`src/rtl/esp_tx_arbiter.sv`:
```
// esp_tx_arbiter: shares the ESP32 UART TX FIFO port between the CPU byte path and an
// auxiliary packet source, with aux packets locked atomically and a stall timeout.
module esp_tx_arbiter #(
  parameter int GAP_CYCLES   = 2,
  parameter int LOCK_TIMEOUT = 1023
) (
  input  logic       clk,
  input  logic       reset_n,
  input  logic       cpu_wr,
  input  logic [8:0] cpu_data,
  output logic       cpu_busy,
  output logic       cpu_overrun,
  input  logic       aux_valid,
  input  logic [8:0] aux_data,
  input  logic       aux_last,
  output logic       aux_ready,
  output logic       aux_abort,
  input  logic       status_clr,
  output logic       locked,
  output logic [8:0] esp_tx_data,
  output logic       esp_tx_wr,
  input  logic       esp_tx_fifo_full
);
  logic       cpu_busy_q, cpu_busy_d, cpu_gnt_q;
  logic [8:0] cpu_data_q, cpu_data_d;
  logic       overrun_q, overrun_d, abort_q, abort_d;
  logic       locked_q, locked_d, rr_q, rr_d;
  logic [3:0] gap_q, gap_d;
  logic [9:0] to_q, to_d;
  logic       wr_q, wr_d;
  logic [8:0] data_q, data_d;
  logic       can_issue, cpu_pend, gnt_aux, gnt_cpu, timeout;

  // cpu_busy stays up through the pulse cycle; cpu_gnt_q masks the byte from a second grant
  assign can_issue = !esp_tx_fifo_full && gap_q == 4'd0;
  assign cpu_pend  = cpu_busy_q && !cpu_gnt_q;
  assign gnt_aux   = can_issue && aux_valid && (locked_q || !cpu_pend || !rr_q);
  assign gnt_cpu   = can_issue && cpu_pend && !locked_q && !(aux_valid && !rr_q);
  assign timeout   = locked_q && !aux_valid && (to_q + 10'd1 == 10'(LOCK_TIMEOUT));

  assign aux_ready   = gnt_aux && reset_n;
  assign cpu_busy    = cpu_busy_q;
  assign cpu_overrun = overrun_q;
  assign aux_abort   = abort_q;
  assign locked      = locked_q;
  assign esp_tx_wr   = wr_q;
  assign esp_tx_data = data_q;

  always_comb begin
    cpu_busy_d = (cpu_wr && !cpu_busy_q) ? 1'b1 : cpu_gnt_q ? 1'b0 : cpu_busy_q;
    cpu_data_d = (cpu_wr && !cpu_busy_q) ? cpu_data : cpu_data_q;
    overrun_d  = (cpu_wr && cpu_busy_q) || (overrun_q && !status_clr);
    abort_d    = timeout || (abort_q && !status_clr);
    locked_d   = gnt_aux ? !aux_last : timeout ? 1'b0 : locked_q;
    rr_d       = ((gnt_aux && aux_last) || timeout) ? 1'b1 : gnt_cpu ? 1'b0 : rr_q;
    gap_d      = (gnt_aux || gnt_cpu) ? 4'(GAP_CYCLES - 1) : (gap_q != 4'd0) ? gap_q - 4'd1 : gap_q;
    to_d       = (!locked_q || gnt_aux || timeout) ? 10'd0 : aux_valid ? to_q : to_q + 10'd1;
    wr_d       = gnt_aux || gnt_cpu;
    data_d     = gnt_aux ? aux_data : gnt_cpu ? cpu_data_q : data_q;
  end

  always_ff @(posedge clk or negedge reset_n) begin
    if (!reset_n) begin
      cpu_busy_q <= 1'b0;
      cpu_gnt_q  <= 1'b0;
      cpu_data_q <= 9'd0;
      overrun_q  <= 1'b0;
      abort_q    <= 1'b0;
      locked_q   <= 1'b0;
      rr_q       <= 1'b1;
      gap_q      <= 4'd0;
      to_q       <= 10'd0;
      wr_q       <= 1'b0;
      data_q     <= 9'd0;
    end else begin
      cpu_busy_q <= cpu_busy_d;
      cpu_gnt_q  <= gnt_cpu;
      cpu_data_q <= cpu_data_d;
      overrun_q  <= overrun_d;
      abort_q    <= abort_d;
      locked_q   <= locked_d;
      rr_q       <= rr_d;
      gap_q      <= gap_d;
      to_q       <= to_d;
      wr_q       <= wr_d;
      data_q     <= data_d;
    end
  end
endmodule

```
`config.mk`:
```
export PLATFORM = sky130hd
export DESIGN_NAME = esp_tx_arbiter
export DESIGN_NICKNAME = d
export VERILOG_FILES = /design/src/rtl/esp_tx_arbiter.sv
export SDC_FILE = /design/constraint.sdc
export NUM_CORES = 1
export LEC_CHECK = 0
export CAP_MARGIN = 20
export CELL_PAD_IN_SITES_DETAIL_PLACEMENT = 0
export CELL_PAD_IN_SITES_GLOBAL_PLACEMENT = 1
export CORE_ASPECT_RATIO = 0.7
export CORE_MARGIN = 2
export CORE_UTILIZATION = 55
export CTS_BUF_LIST = sky130_fd_sc_hd__clkbuf_8
export CTS_CLUSTER_DIAMETER = 50
export DETAILED_ROUTE_END_ITERATION = 10
export DONT_BUFFER_PORTS = 1
export HOLD_SLACK_MARGIN = 0.15
export PLACE_DENSITY = 0.85
export SLEW_MARGIN = 20
export SYNTH_ARGS = -nofsm -noshare
export SYNTH_HDL_FRONTEND = slang
export SYNTH_SLANG_ARGS = --single-unit
```
`constraint.sdc`:
```
create_clock -name clk -period 2.95 [get_ports clk]
set_clock_uncertainty 0.1 [all_clocks]
set_input_delay 0.295 -clock clk [delete_from_list [all_inputs] [get_ports clk]]
set_output_delay 0.295 -clock clk [all_outputs]
set_load 0.05 [all_outputs]
```
Word-level counts from Yosys, hierarchy flattened
Index checks and enable logic that the tools add are counted.
{"block": "totals", "register_bits": 39, "out_inout_bits": 15, "word_cells": 68}
{"block": "op_classes", "n_addsub": 2, "eq_ne": 2, "mux": 12, "reduce_logical": 41}
{"op": "10-bit two-way mux", "n": 2}
{"op": "9-bit two-way mux", "n": 2}
{"op": "1-bit logical AND", "n": 16}
{"op": "10-bit by 1-bit adder with 10-bit output, second input constant", "n": 1}
{"op": "10-bit == test, second input constant", "n": 1}
{"op": "1-bit logical NOT", "n": 10}
{"op": "2-bit nonzero test", "n": 5}
{"op": "1-bit logical OR", "n": 8}
{"op": "4-bit two-way mux", "n": 2}
{"op": "1-bit two-way mux", "n": 6}
{"op": "4-bit logical NOT", "n": 1}
{"op": "4-bit nonzero test", "n": 1}
{"op": "4-bit by 1-bit subtractor with 4-bit output, second input constant", "n": 1}
{"op": "2-bit by 1-bit inequality test with 1-bit output, second input constant", "n": 1}

Depth between registers and ports, before layout
{"block": "depth", "ltp_word": 9, "ltp_mapped": 8}

Least setup slack after synthesis
Ideal clock, no wire load.
{"block": "synth_path", "path_kind": "register -> output", "start": "reg gap_q[0]", "end": "out aux_ready", "arrival_ns": 1.577, "required_ns": 2.555, "path_slack_ns": 0.978, "stages_incl_launch_ff": 8, "n_path_buf": 1, "path_cell_list": "dfrtp_1 > inv_1 > ha_1 > nor4b_4 > nand2_2 > a21oi_2 > buf_4 > and2_2"}
{"block": "synth_via", "elab_chain_len": 5}
{"item": "from (decl)", "line": "28", "text": "logic [3:0] gap_q, gap_d;"}
{"item": "from (signal assigned)", "line": "83", "text": "gap_q <= gap_d;"}
{"item": "4-bit logical NOT", "line": "35", "text": "assign can_issue = !esp_tx_fifo_full && gap_q == 4'd0;"}
{"item": "1-bit logical AND", "line": "35"}
{"item": "1-bit logical AND (2 in a row)", "line": "37", "text": "assign gnt_aux = can_issue && aux_valid && (locked_q || !cpu_pend || !rr_q);"}
{"item": "1-bit logical AND", "line": "41", "text": "assign aux_ready = gnt_aux && reset_n;"}
{"item": "to (decl)", "line": "16", "text": "output logic aux_ready,"}
No other way between the ends.

Worst setup path after layout
Ends and elaborated chain as after synthesis.

==> metrics <==
outcome=finished, final reports clean; Worst Setup End Kind=output pin; Crit Path Class=register to output pin; P_sw=0.7878 mW; Clock Latency Late Sink=0.28 ns; most common cell in the netlist=dfrtp_1; Mapped Area=0.001837 mm^2; Distinct cells, synth=41; Seq/Total Area, Yosys=0.5320; syn_area_per_cell=11.20 um^2; effective utilization at floorplan=0.5795; power per cell area=917.1 mW/mm^2; final setup margin=0.3990 ns; fin crit period=2.551 ns; combinational share of power=0.248; CTS tree=done; Synth Register Bits=39; fin crit share=0.8648; RSZ-0062 raised after global routing=false; relative slew slack=0.6226; # H-tree levels=2; clock buffer count from CTS=5; top cells by area, synth=dfrtp_1 52%, mux2_2 5.5%, nor2_1 3.7%; endpoints failing setup=0; Hold Fails Final Rpt=0; setup TNS=0 ns; Synth Instances=164; DRT antenna net count=0; DRC viols=0; Iter 0 DRT Violations=95; Worst EP required=2.56 ns; GRT Residual Overflow=0; Worst-Margin Slew=0.5660 ns; Pins Over Slew Limit=0; vias in the first global route=1289; ys flop type=dfrtp_1; EDFF count, synth=0; CORE AREA=0.003169 mm^2; NumNets Final=218; register share of total power=0.530; GPL Wtd Cong=0.7261; HP Class=primary input to register; Root Driver=clkbuf_8; Synth async-reset ratio=1.000; postcts setup bufs=0; 1st-pass router iterations=4; HPWL after DPL=2422 um; critical path arrival=2.16 ns; largest net degree at the start of global routing=40; PortBufs=0; total I/O pin count=40; critical path fanouts, max=11; internal power=1.243 mW; gr usage total=0.2192; DIE WIDTH=73.07 um; drt total wl=3707 um; Ys Warns=0; clock buffer depth=2; cell taking the most area after synthesis=dfrtp_1; clk sink count=39; clock share of power=0.222; fmax=392.0 MHz; syn_nets=192; first-pass GRT wire length=6216 um; ANT cells=0; cts hold-fix bufs=22; wire per inst=16.19 um; layout cells sized above 1=0.2042; number of max-cap violations=0; die height=52.35 um; Synth top cells by count=38 x dfrtp_1, 18 x nor2_1, 10 x inv_1; initial antenna violation count=0; FP Rows=17; Yosys top cell area share=0.5177; Leak=0.9624 nW; Post-CTS Resized=0; crit start category=register; CTS clk-pin slew, worst paths=0.08 ns; Vias=1281; Core Util, Final=0.6988; dpl ws=0.6547 ns; DR vias/cell=5.594; peak supply drop=605.6 uV; Die Area=0.003825 mm^2; Net Sw Frac=0.3879; Synth-to-Final Area Change=20.57%
[per-layer routing]
| metal | track usage | part of all wire |
|---|---|---|
| met1 | 0.3016 | 0.47 |
| met2 | 0.3529 | 0.48 |
| met3 | 0.06154 | 0.042 |
| met4 | 0.03704 | 0.0054 |
| met5 | 0 | 0 |
[final timing paths]
kind / slack (ns) / endpoint / start / cells past startpoint
setup / recovery: 0.40 / aux_ready / gap_q[0]$_DFFE_PN0P_ / 6
hold reg to reg: 0.41 / esp_tx_data[2]$_DFFE_PN0N_ / cpu_data_q[2]$_DFFE_PN0P_ / 1
setup reg to reg: 0.91 / esp_tx_data[5]$_DFFE_PN0N_ / cpu_busy$_DFFE_PN0P_ / 5
max in group asynchronous: 2.13 / rr_q$_DFFE_PN1P_ / reset_n / 2
hold / removal: 0.15 / locked$_DFFE_PN0P_ / aux_valid / 3
min in group asynchronous: 0.37 / to_q[4]$_DFFE_PN0P_ / reset_n / 2
[state kept, by name, summed over array words and instances, names as in the netlist]
name	count
aux_abort	1
cpu_busy	1
cpu_data_q	9
cpu_gnt_q	1
cpu_overrun	1
esp_tx_data	9
esp_tx_wr	1
gap_q	4
locked	1
rr_q	1
to_q	10
[power by group through the flow]
stage | sequential, mW | combinational (mW) | clock (mW)
after floorplan | 1.08 | 0.360 | 0
after global placement | 1.07 | 0.444 | 0
after detailed placement | 1.08 | 0.466 | 0
after CTS | 1.08 | 0.508 | 0.459
after global routing | 1.10 | 0.561 | 0.481
final | 1.08 | 0.504 | 0.450
[layout make-up]
cell class	count	area, um^2
clock inverter	2	35.03
sequential	39	977.2
tap	38	47.55
fill	247	954.7
timing repair buffer	25	252.7
inverter	10	37.54
clock buffer	6	82.58
multi-input combinational	109	782.0
[worst max-delay path: stages, from the launching register on]
cell,delay (ns)
dfrtp_1,0.39
inv_1,0.08
ha_1,0.23
nor4b_4,0.34
nand2_2,0.11
a21oi_2,0.35
and2_2,0.39
[through the flow]
stage	power, mW	hold WS [ns]	cell area (um^2)	std cells
final	2.031	0.1549	2215	229
after global routing	2.139	0.1592	2215	229
after CTS	2.043	0.1506	2215	229
after detailed placement	1.550	-0.09989	1867	199
after global placement	1.517	-0.09988	1867	199
after floorplan	1.437	-0.1006	1837	164
[cell usage in the layout, fill, tap and decap left out, types with 6 or more instances in the layout]
cell           count
xnor2_1            7
dfrtp_1           38
nand3_1            6
nand2_1            9
mux2_2             9
nor2_1            18
clkbuf_8           6
inv_1             10
dlygate4sd3_1     21
and2_2             6
[cell families after synthesis]
family | after synthesis | synth area share
AO/OA/AOI/OAI | 24 | 0.1090
XOR/XNOR | 12 | 0.05722
adder cells (fa/ha/maj) | 3 | 0.02044
buffers and inverters | 16 | 0.04223
flip-flops | 39 | 0.5320
multiplexers | 9 | 0.05518
AND/OR/NAND/NOR | 61 | 0.1839
(Power assumes the default switching activity.)
